$ cat src/rtl/joystick_event_gen.sv
// Joystick direction debouncer and press/auto-repeat event generator.
// Debounced direction changes and repeats are queued in a small FIFO for the consumer.
module joystick_event_gen #(
    parameter int DEBOUNCE_CYCLES = 20000,
    parameter int REPEAT_DELAY    = 500000,
    parameter int REPEAT_PERIOD   = 150000,
    parameter int FIFO_DEPTH      = 4
) (
    input  logic       clk_1MHz,
    input  logic       rst_n,
    input  logic       joystick_up,
    input  logic       joystick_down,
    input  logic       joystick_left,
    input  logic       joystick_right,
    input  logic       evt_ready,
    input  logic       ovf_clr,
    output logic       evt_valid,
    output logic [1:0] evt_dir,
    output logic       evt_repeat,
    output logic       evt_overflow,
    output logic [2:0] held_dir
);

    localparam int DB_W   = $clog2(DEBOUNCE_CYCLES + 1);
    localparam int EV_MAX = (REPEAT_DELAY > REPEAT_PERIOD) ? REPEAT_DELAY : REPEAT_PERIOD;
    localparam int EV_W   = (EV_MAX > 1) ? $clog2(EV_MAX) : 1;
    localparam int PTR_W  = $clog2(FIFO_DEPTH);

    localparam logic [DB_W-1:0]  DB_TARGET   = DB_W'(DEBOUNCE_CYCLES);
    localparam logic [EV_W-1:0]  DELAY_LAST  = EV_W'(REPEAT_DELAY - 1);
    localparam logic [EV_W-1:0]  PERIOD_LAST = EV_W'(REPEAT_PERIOD - 1);
    localparam logic [PTR_W:0]   FIFO_FULL   = (PTR_W + 1)'(FIFO_DEPTH);

    typedef enum logic [2:0] {
        DIR_NONE  = 3'd0,
        DIR_UP    = 3'd1,
        DIR_DOWN  = 3'd2,
        DIR_LEFT  = 3'd3,
        DIR_RIGHT = 3'd4
    } dir_t;

    typedef enum logic [1:0] {S_IDLE, S_DELAY, S_REPEAT} state_t;

    typedef struct packed {
        logic       rpt;
        logic [1:0] dir;
    } evt_t;

    function automatic logic [1:0] dir_code(input dir_t d);
        return 2'(d - DIR_UP);
    endfunction

    logic [3:0]      joy_q;   // {right, left, down, up}
    dir_t            raw_dir;
    dir_t            db_cand;
    dir_t            held;
    logic [DB_W-1:0] db_cnt;
    logic [DB_W-1:0] db_next;

    always_comb begin
        // NOTE: combinational outputs get a default first so no path can infer a latch.
        raw_dir = DIR_NONE;
        if (joy_q[0])      raw_dir = DIR_UP;
        else if (joy_q[1]) raw_dir = DIR_DOWN;
        else if (joy_q[2]) raw_dir = DIR_LEFT;
        else if (joy_q[3]) raw_dir = DIR_RIGHT;
    end

    // db_next counts consecutive cycles raw_dir has matched the candidate, saturating at the target.
    always_comb begin
        db_next = db_cnt + DB_W'(1);
        if (raw_dir != db_cand)      db_next = DB_W'(1);
        else if (db_cnt == DB_TARGET) db_next = db_cnt;
    end

    always_ff @(posedge clk_1MHz) begin
        // NOTE: sequential state uses non-blocking assignments so every flop sees pre-edge values.
        if (!rst_n) begin
            joy_q   <= '0;
            db_cand <= DIR_NONE;
            db_cnt  <= '0;
            held    <= DIR_NONE;
        end else begin
            joy_q   <= {joystick_right, joystick_left, joystick_down, joystick_up};
            db_cand <= raw_dir;
            db_cnt  <= db_next;
            if (db_next == DB_TARGET) held <= raw_dir;
        end
    end

    assign held_dir = held;

    state_t          state, state_nxt;
    dir_t            cur_dir, dir_nxt;
    logic [EV_W-1:0] ev_cnt, cnt_nxt;
    logic            push;
    evt_t            push_evt;

    always_comb begin
        state_nxt = state;
        dir_nxt   = cur_dir;
        cnt_nxt   = ev_cnt + EV_W'(1);
        push      = 1'b0;
        push_evt  = '0;
        case (state)
            S_IDLE: begin
                cnt_nxt = '0;
                if (held != DIR_NONE) begin
                    push      = 1'b1;
                    push_evt  = '{rpt: 1'b0, dir: dir_code(held)};
                    dir_nxt   = held;
                    state_nxt = S_DELAY;
                end
            end
            S_DELAY, S_REPEAT: begin
                if (held == DIR_NONE) begin
                    state_nxt = S_IDLE;
                    dir_nxt   = DIR_NONE;
                    cnt_nxt   = '0;
                end else if (held != cur_dir) begin
                    push      = 1'b1;
                    push_evt  = '{rpt: 1'b0, dir: dir_code(held)};
                    dir_nxt   = held;
                    state_nxt = S_DELAY;
                    cnt_nxt   = '0;
                end else if ((state == S_DELAY  && ev_cnt == DELAY_LAST) ||
                             (state == S_REPEAT && ev_cnt == PERIOD_LAST)) begin
                    push      = 1'b1;
                    push_evt  = '{rpt: 1'b1, dir: dir_code(cur_dir)};
                    state_nxt = S_REPEAT;
                    cnt_nxt   = '0;
                end
            end
            default: begin
                state_nxt = S_IDLE;
                dir_nxt   = DIR_NONE;
                cnt_nxt   = '0;
            end
        endcase
    end

    always_ff @(posedge clk_1MHz) begin
        if (!rst_n) begin
            state   <= S_IDLE;
            cur_dir <= DIR_NONE;
            ev_cnt  <= '0;
        end else begin
            state   <= state_nxt;
            cur_dir <= dir_nxt;
            ev_cnt  <= cnt_nxt;
        end
    end

    evt_t             mem [FIFO_DEPTH];
    logic [PTR_W-1:0] wr_ptr, rd_ptr;
    logic [PTR_W:0]   count;
    logic             full, pop, wr_en;
    evt_t             head;

    assign full      = (count == FIFO_FULL);
    assign evt_valid = (count != '0);
    assign pop       = evt_valid && evt_ready;
    // A pop frees the slot this same edge, so a push on a full queue still fits.
    assign wr_en     = push && (!full || pop);

    // NOTE: queue storage is not reset; the reset count/pointers make stale entries unreachable.
    always_ff @(posedge clk_1MHz) begin
        if (wr_en) mem[wr_ptr] <= push_evt;
    end

    always_ff @(posedge clk_1MHz) begin
        if (!rst_n) begin
            wr_ptr       <= '0;
            rd_ptr       <= '0;
            count        <= '0;
            evt_overflow <= 1'b0;
        end else begin
            if (wr_en) wr_ptr <= wr_ptr + PTR_W'(1);
            if (pop)   rd_ptr <= rd_ptr + PTR_W'(1);
            if (wr_en && !pop)      count <= count + (PTR_W + 1)'(1);
            else if (!wr_en && pop) count <= count - (PTR_W + 1)'(1);
            evt_overflow <= (push && full && !pop) || (evt_overflow && !ovf_clr);
        end
    end

    assign head       = mem[rd_ptr];
    assign evt_dir    = evt_valid ? head.dir : 2'b00;
    assign evt_repeat = evt_valid && head.rpt;

endmodule

$ cat config.mk
export PLATFORM = sky130hd
export DESIGN_NAME = joystick_event_gen
export DESIGN_NICKNAME = d
export VERILOG_FILES = /design/src/rtl/joystick_event_gen.sv
export SDC_FILE = /design/constraint.sdc
export NUM_CORES = 1
export LEC_CHECK = 0
export CAP_MARGIN = 20
export CORE_UTILIZATION = 50
export DETAILED_ROUTE_END_ITERATION = 8
export PLACE_DENSITY = 0.69
export SETUP_SLACK_MARGIN = 0.05
export SLEW_MARGIN = 20
export SYNTH_ARGS = -nofsm -noshare
export SYNTH_HDL_FRONTEND = slang
export SYNTH_SLANG_ARGS = --single-unit
$ cat constraint.sdc
create_clock -name clk_1MHz -period 5.5 [get_ports clk_1MHz]
set_input_delay 0.825 -clock clk_1MHz [delete_from_list [all_inputs] [get_ports clk_1MHz]]
set_output_delay 0.825 -clock clk_1MHz [all_outputs]
set_load 0.01 [all_outputs]
# After elaboration in Yosys (flattened, before gate mapping)
# Memory sizes are Yosys's and may differ from the RTL's. A register that Yosys moved wholly into a read port is not among the register bits.
# Index checks and enable logic that the tools add are counted.
# classes
n_addsub	8
eq_ne	12
muxes	32
bitwise	2
n_reduce_logical	26
# op_table
cell	count
$mux 3	12
$eq 15x15->1 const B	2
$mux 15	2
$add 19x1->19 const B	1
$eq 19x18->1 const B	1
$eq 19x19->1 const B	1
$mux 2	8
$add 15x1->15 const B	1
$pmux 3 s2	2
$logic_and 1x1->1	10
$mux 1	6
$ne 3x3->1	2
$reduce_bool 3->1	2
$reduce_or 5->1	1
$add 2x1->2 const B	2
$logic_not 1->1	4
$ne 4x4->1 const B	1
$pmux 2 s2	1
$reduce_and 2->1	2
$sub 2x1->2 const B	2
$add 3x1->3 const B	1
$eq 3x3->1 const B	1
$logic_not 3->1	1
$logic_or 1x1->1	3
other kinds (10)	11
# word_totals
register_bits	57
ramBits	12
inputBits	8
out_inout_bits	8
elab_cells	92
mem_count	1
# memory_table
memory	depth	width	rd	rd_ports_with_merged_regs	write_ports	line	text
mem	4	3	1	1	1	154	evt_t mem [FIFO_DEPTH];

# Depth between registers and ports, before layout
# Gate-level depths: netlist of run 1.
# logic_depth
depth_word	12
depth_mapped	12
ltp_nobuf	12

# Least setup slack after synthesis of run 1
# OpenSTA, ideal clock, no wires.
# synth_path
path_kind	register to register
from	register state[0]
to	register count[2]
setup_ns	0.076
arrival_time_ns	2.763
required_time_ns	5.424
slack_ns	2.662
stages_incl_launch_ff	13
n_path_buf	0
period_less_slack_ns	2.838
cell_sequence	dfxtp_1 inv_1 ha_1 nor4b_2 nand3_1 a2111oi_4 o21a_1 ha_1 inv_1 fa_1 xor2_1 or3_1 a21boi_0
# synth_via
elab_chain_len	11
elab_cells_between_ends	17
cone_classes	2 x eq/ne; 5 x mux; 10 x reduce/logical
# synth_lines
element	line	text
start: declaration	93	state_t state, state_nxt;
start signal: assignment	148	state <= state_nxt;
$eq 2x1->1 / $eq 2x2->1 (equally long branches)	105, 126, 127	
$logic_and 1x1->1, on equally long branches	126, 127	
$logic_or 1x1->1	126	end else if ((state == S_DELAY && ev_cnt == DELAY_LAST) ||
$mux 1	126	
$mux 1	120	end else if (held != cur_dir) begin
$mux 1	116	if (held == DIR_NONE) begin
$pmux 1 s2 (*)	105	case (state)
$logic_and 1x1->1 (*)	164	assign wr_en = push && (!full || pop);
via wr_en	157	logic full, pop, wr_en;
$logic_not 1->1	181	else if (!wr_en && pop) count <= count - (PTR_W + 1)'(1);
$logic_and 1x1->1	181	
$reduce_bool 2->1 (no source line)	n/a	
end signal: assignment	180	if (wr_en && !pop) count <= count + (PTR_W + 1)'(1);
end signal: assignment	181	
end: declaration	156	logic [PTR_W:0] count;
# Mark *: on every way through the listed nets, which the timed path passes. The rest lies on a longest branch.
# A chain may end at the register's enable or synchronous reset.

# Final worst setup path of run 1
# Ends and elaborated chain as after synthesis.

==> results.toml, run 1 <==
[outcome]
status = "finished, final reports clean"

[synth]
synth-xor-area-share_pct = 10.7
synth_top_area_share_pct = 33.7
synth_cell_types = 53
yosysSeqAreaShare_pct = 44.0
yosys.area.top_type = "dfxtp_1"
syn-num-nets = 384
synthArstFlopShare_pct = 0
syn_area_per_cell_um2 = 9.68
synth_compound_area_share_pct = 6.71
synth-adder-area-share_pct = 5.21
synthCells = 362
muxShareOfSynthArea_pct = 4.00
synth-simple-area-share_pct = 26.2
synthesis.area_um2 = 3500
ys_ff_latch = 71
synth-edff-count = 12
synth-main-ff-cell = "dfxtp_1"
ys_warn_count = 0
synthMostInstantiatedCell = "dfxtp_1"
synth_top_family_by_area = "simple AND/OR/NAND/NOR gates"
synth_commonest_cells = "59 x dfxtp_1, 44 x nor2_1, 24 x nand2_1, 22 x xor2_1, 21 x xnor2_1"
synthTopCellsByArea = "dfxtp_1 34%, edfxtp_1 10%, xor2_1 5.5%, xnor2_1 5.2%, nor2_1 4.7%"

[place]
gp_congestion = 0.833
post-place-ws_ps = 2320
dp.final_hpwl_um = 4280
port_buffers = 15

[timing]
whs_ps = 443
worst_slew_pin_slew_ps = 848
slew_headroom_pct = 43.3
finClkSkew_ps = 4.39
fin_ws_ps = 2330
fmaxAchievable_mhz = 315
hold_viol_final = 0
min_period_ps = 3170
rsz0062_at_grt = "no"
final_max_slew_viol_count = 0
finalSetupViolCount = 0
timing.final.crit_share_pct = 57.7
tns_ps = 0

[clock_tree]
cts_tree = "yes"
cts_sinks = 71
cts-hold-fix-buffers = 0
htree_levels = 3
cts_buffers = 9
ctsLongestPathBuffers = 2
post-cts-setup-buffers = 0
cts-root-buf = "clkbuf_8"
path_clk_slew_ps = 70
clk_latency_ps = 340
cts_resized = 0

[routing]
ant_nets = 0
drc_errors = 0
drt-pass1-iter-count = 4
vias = 2502
vias_per_cell = 5.25
wl_per_cell_um = 12.6
wirelength_um = 6010
drtIter0Drc = 85

[floorplan]
dieHeight_um = 85.7
ioPinCount = 16
initial_core_util_pct = 51.6
fp.dieW_um = 85.7
fp.coreArea_um2 = 6790
die-area_um2 = 7350
row_count = 30

[critical_path]
slowest_delay_ps = 540
cp.arrival_ps = 3450
cp-start-kind = "flip-flop"
crit_buf_inv = 2
crit_type = "reg -> reg"
crit_family = "compound AO/OA/AOI/OAI gates"
cp_data_required_time_ps = 5770
cp-end-kind = "flip-flop"
worstPathMaxFanout = 8
slowest_stage = "a2111oi_4"
crit_chain = "inv_1, ha_1, nor4b_2, nand3_1, a2111oi_4, o21a_1, ha_1, inv_1, fa_1, xor2_1, or3_1, a21boi_0"

[layout]
multi_input_area_um2 = 1850
n_antenna_cell = 0
area_delta_synth_final_pct = 11.4
drive_above_1_share_pct = 7.09
final-seq-area_um2 = 1540
final_util_pct = 57.4
fillers = 617
nets = 398

[power_and_ir_drop]
ir_drop_mv = 0.235
power.density_nw_per_um2 = 245
cellLeakagePower_nw = 1.46

[grt]
grt_max_degree = 31
track_usage_pct = 18.2
grt_pass1_vias = 2378
antenna_found_initial = 0
overflow = 0
grt_pass1_wl_um = 10500

[run]
cap_viol_max_count = 0

[worst_hold_path]
hold_path.class = "reg -> reg"
-- worst register-to-register path, cell delays in order, from the launching register on --
cell,delay [ps]
dfxtp_1,340
inv_1,100
ha_1,140
nor4b_2,180
nand3_1,150
a2111oi_4,540
o21a_1,330
ha_1,250
inv_1,60
fa_1,370
xor2_1,170
or3_1,310
a21boi_0,150
-- power breakdown --
group / leakage [nW] / switching, mW / internal (mW)
combinational: 0.752 / 0.0183 / 0.0172
sequential: 0.617 / 0.00516 / 0.531
clock: 0.0945 / 0.181 / 0.206
total: 1.46 / 0.204 / 0.754
-- registers in the layout (all words and copies together) (netlist names), 2 cells and up, named ones only --
signal / count
count: 3
cur_dir: 3
db_cand: 3
db_cnt: 15
ev_cnt: 19
held_dir: 3
joy_q: 4
mem: 12
rd_ptr: 2
state: 2
wr_ptr: 2
-- through the flow --
stage | instance area, µm² | power (mW) | instances
after global placement | 3720 | 0.583 | 461
after floorplan | 3500 | 0.572 | 362
after CTS | 3900 | 0.970 | 477
after global routing | 3900 | 0.996 | 477
final | 3900 | 0.958 | 477
after detailed placement | 3720 | 0.583 | 461
-- layer usage --
layer / track usage (%) / vias to the layer above / routed length [µm]
li1: - / 1277 / -
met1: 22.9 / 1179 / 3020
met2: 29.5 / 37 / 2690
met3: 5.49 / 9 / 201
met4: 7.27 / 0 / 92
met5: 0 / - / 0
-- kinds of logic (layout without fill, tap and decap cells) --
logic type,Yosys count,count (layout)
simple gates,168,168
flops,71,71
xor+xnor,43,43
compound gates,29,29
buf+inv,27,46
fa+ha+maj,14,14
mux,10,10
-- layout make-up --
class | count | share of cell area, %
flip-flops and latches | 71 | 39.5
clock inverters | 5 | 1.25
well taps | 96 | 3.08
clock buffers | 11 | 3.37
inverters | 15 | 1.44
multi-input cells | 264 | 47.5
repair buffers | 15 | 3.85
-- layout by cell type (no fill, tap or decap), types with 6 or more instances in the layout --
| master | instances |
|---|---|
| nor2b_1 | 7 |
| nand2_1 | 24 |
| and3_1 | 14 |
| inv_1 | 15 |
| clkdlybuf4s50_1 | 15 |
| nor3_1 | 6 |
| nor2_1 | 44 |
| xnor2_1 | 21 |
| ha_1 | 13 |
| edfxtp_1 | 12 |
| dfxtp_1 | 59 |
| nand4_1 | 6 |
| xor2_1 | 22 |
| and2_1 | 18 |
| clkbuf_8 | 9 |
| nand3_1 | 16 |
-- path summary, 6_finish.rpt --
check	start	to	slack [ps]	cells after the start
worst max-delay path	state[0]	count[2]	2330	12
worst max register to register	state[0]	count[2]	2330	12
worst min-delay path	ev_cnt[0]	ev_cnt[0]	440	1
worst min register to register	ev_cnt[0]	ev_cnt[0]	440	1
(Power assumes the default switching activity.)
==> inputs of run 2 (changes only) <==
- PLACE_DENSITY: 0.69 -> 0.72
- clock period: 5.5 -> 2.6 ns (I/O delays scaled with it)
==> results.toml, run 2 (synthesis results as in run 1) <==
[outcome]
status = "finished, violations left"
violations = "negative setup slack"

[grt]
antenna_found_initial = 0
grt_pass1_wl_um = 11300
track_usage_pct = 19.6
grt_pass1_vias = 2573
grt_max_degree = 19
overflow = 0

[place]
post-place-ws_ps = -98.1
placed_cell_area_um2 = 3890
port_buffers = 15
dp.final_hpwl_um = 4610
gp_congestion = 0.899

[routing]
drt-pass1-iter-count = 4
vias = 2580
wirelength_um = 6380
ant_nets = 0
drtIter0Drc = 96
wl_per_cell_um = 12.8
drc_errors = 0
vias_per_cell = 5.16

[worst_hold_path]
whs_endpoint = "ev_cnt[0]"
hold_path.class = "reg -> reg"
worst_hold_path.num_cells = 1
min_from = "ev_cnt[0]"

[layout]
area_delta_synth_final_pct = 18.0
layout_commonest_cell = "dfxtp_1"
drive_above_1_share_pct = 14.9
top_register = "ev_cnt"
reg.largest.list = "ev_cnt: 19 flops, db_cnt: 15 flops, mem: 12 flops"
largest_register_ffs = 19
layout_common_cells = "56 x dfxtp_1, 44 x nor2_1, 24 x nand2_1"
nets = 421
fin_area_um2 = 4130
fillers = 586
n_antenna_cell = 0

[critical_path]
reg2reg_depth = 12
cp-start-kind = "flip-flop"
r2r_start = "state[1]"
worstPathMaxFanout = 3
crit_type = "reg -> reg"
r2r_setup_slack_ps = -70
r2r-end = "count[2]"
cp_data_required_time_ps = 2880
cp.arrival_ps = 2950
cp-end-kind = "flip-flop"

[floorplan]
dieHeight_um = 85.7
fp.dieW_um = 85.7
initial_core_util_pct = 51.6
ioPinCount = 16
fp.coreArea_um2 = 6790
die-area_um2 = 7350
row_count = 30

[timing]
finalSetupViolCount = 1
finClkSkew_ps = 5.15
slew_headroom_pct = 47.0
hold_viol_final = 0
rsz0062_at_grt = "yes"
tns_ps = -68.2
timing.final.crit_share_pct = 103
worst_slew_pin_slew_ps = 785
fin_ws_ps = -68.2
fmaxAchievable_mhz = 375
final_max_slew_viol_count = 0
min_period_ps = 2670

[power_and_ir_drop]
power.density_nw_per_um2 = 506
cellLeakagePower_nw = 1.59
switchingPower_mw = 0.444
pwr-share-comb_pct = 4.0
power.share.clock_pct = 41.9
swShare_pct = 21.2
power_frac_seq_pct = 54.2
p_int_mw = 1.65
ir_drop_mv = 0.382

[clock_tree]
clk_latency_ps = 340
path_clk_slew_ps = 70
ctsLongestPathBuffers = 2
cts_sinks = 71
cts_tree = "yes"
cts-root-buf = "clkbuf_8"
cts_buffers = 9
htree_levels = 3

[run]
cap_viol_max_count = 0
run 2: cell types whose count changed in the layout (fill, tap and decap cells not counted), sizes merged:
| cell | before | now |
|---|---|---|
| buf | 0 | 23 |
| bufinv | 1 | 0 |
| clkbuf | 11 | 15 |
| clkinv | 4 | 0 |
| clkinvlp | 0 | 1 |
run 2: cell type report:
class	count	area (µm²)	share of cell area, %
inverters	15	56.3	1.36
multi-input cells	264	1880	45.6
flip-flops and latches	71	1550	37.4
clock buffers	15	198	4.78
clock inverters	1	7.51	0.182
well taps	96	120	2.91
repair buffers	38	323	7.81
run 2: repair_timing:
item,4_1_cts,5_1_grt
setup endpoints to repair,1,5
buffers inserted,0,2
pin swaps,1,1
hold buffers,0,0
gates resized for setup,0,5
cloned,0,0
run 2: how the worst max path moves through the flow:
| stage | cells after the start | slack (ps) | startpoint | end |
|---|---|---|---|---|
| after floorplan | 12 | -190 | state[1] | count[2] |
| after global placement | 12 | -4 | state[1] | count[2] |
| after detailed placement | 12 | -100 | state[1] | count[2] |
| after CTS | 12 | -90 | state[1] | count[2] |
| after global routing | 12 | -220 | state[0] | count[2] |
| final | 12 | -70 | state[1] | count[2] |
run 2: worst max-delay path, stage by stage (launching register included):
cell       delay (ps)
dfxtp_2           330
inv_2              50
ha_1              120
nor4bb_2          180
nand3_1           160
a2111oi_4         410
o21a_1            180
ha_2              190
inv_1              50
fa_2              330
xor2_1            170
or3_1             320
a21boi_1          120
run 2: per-layer routing:
layer | vias up | track usage, % | wire length, µm
li1 | 1321 | - | -
met1 | 1213 | 23.5 | 2970
met2 | 37 | 32.1 | 3060
met3 | 9 | 6.64 | 233
met4 | 0 | 8.48 | 119
met5 | - | 0 | 0
run 2: metrics by stage:
| step | hold WS (ps) | instances | power (mW) | util, % |
|---|---|---|---|---|
| 6_report | 441 | 500 | 2.09 | 60.8 |
| 2_1_floorplan | 413 | 362 | 1.21 | - |
| 3_3_place_gp | 427 | 482 | 1.24 | 57.2 |
| 5_1_grt | 459 | 500 | 2.18 | 60.8 |
| 4_1_cts | 450 | 498 | 2.12 | 60.2 |
| 3_5_place_dp | 440 | 482 | 1.24 | 57.2 |
run 2: power by group through the flow:
stage	logic, mW	clock network [mW]	registers [mW]
floorplan	0.0548	0	1.16
global placement	0.0808	0	1.16
detailed placement	0.0823	0	1.16
CTS	0.0828	0.903	1.13
global route	0.0931	0.952	1.13
finish	0.0831	0.876	1.13
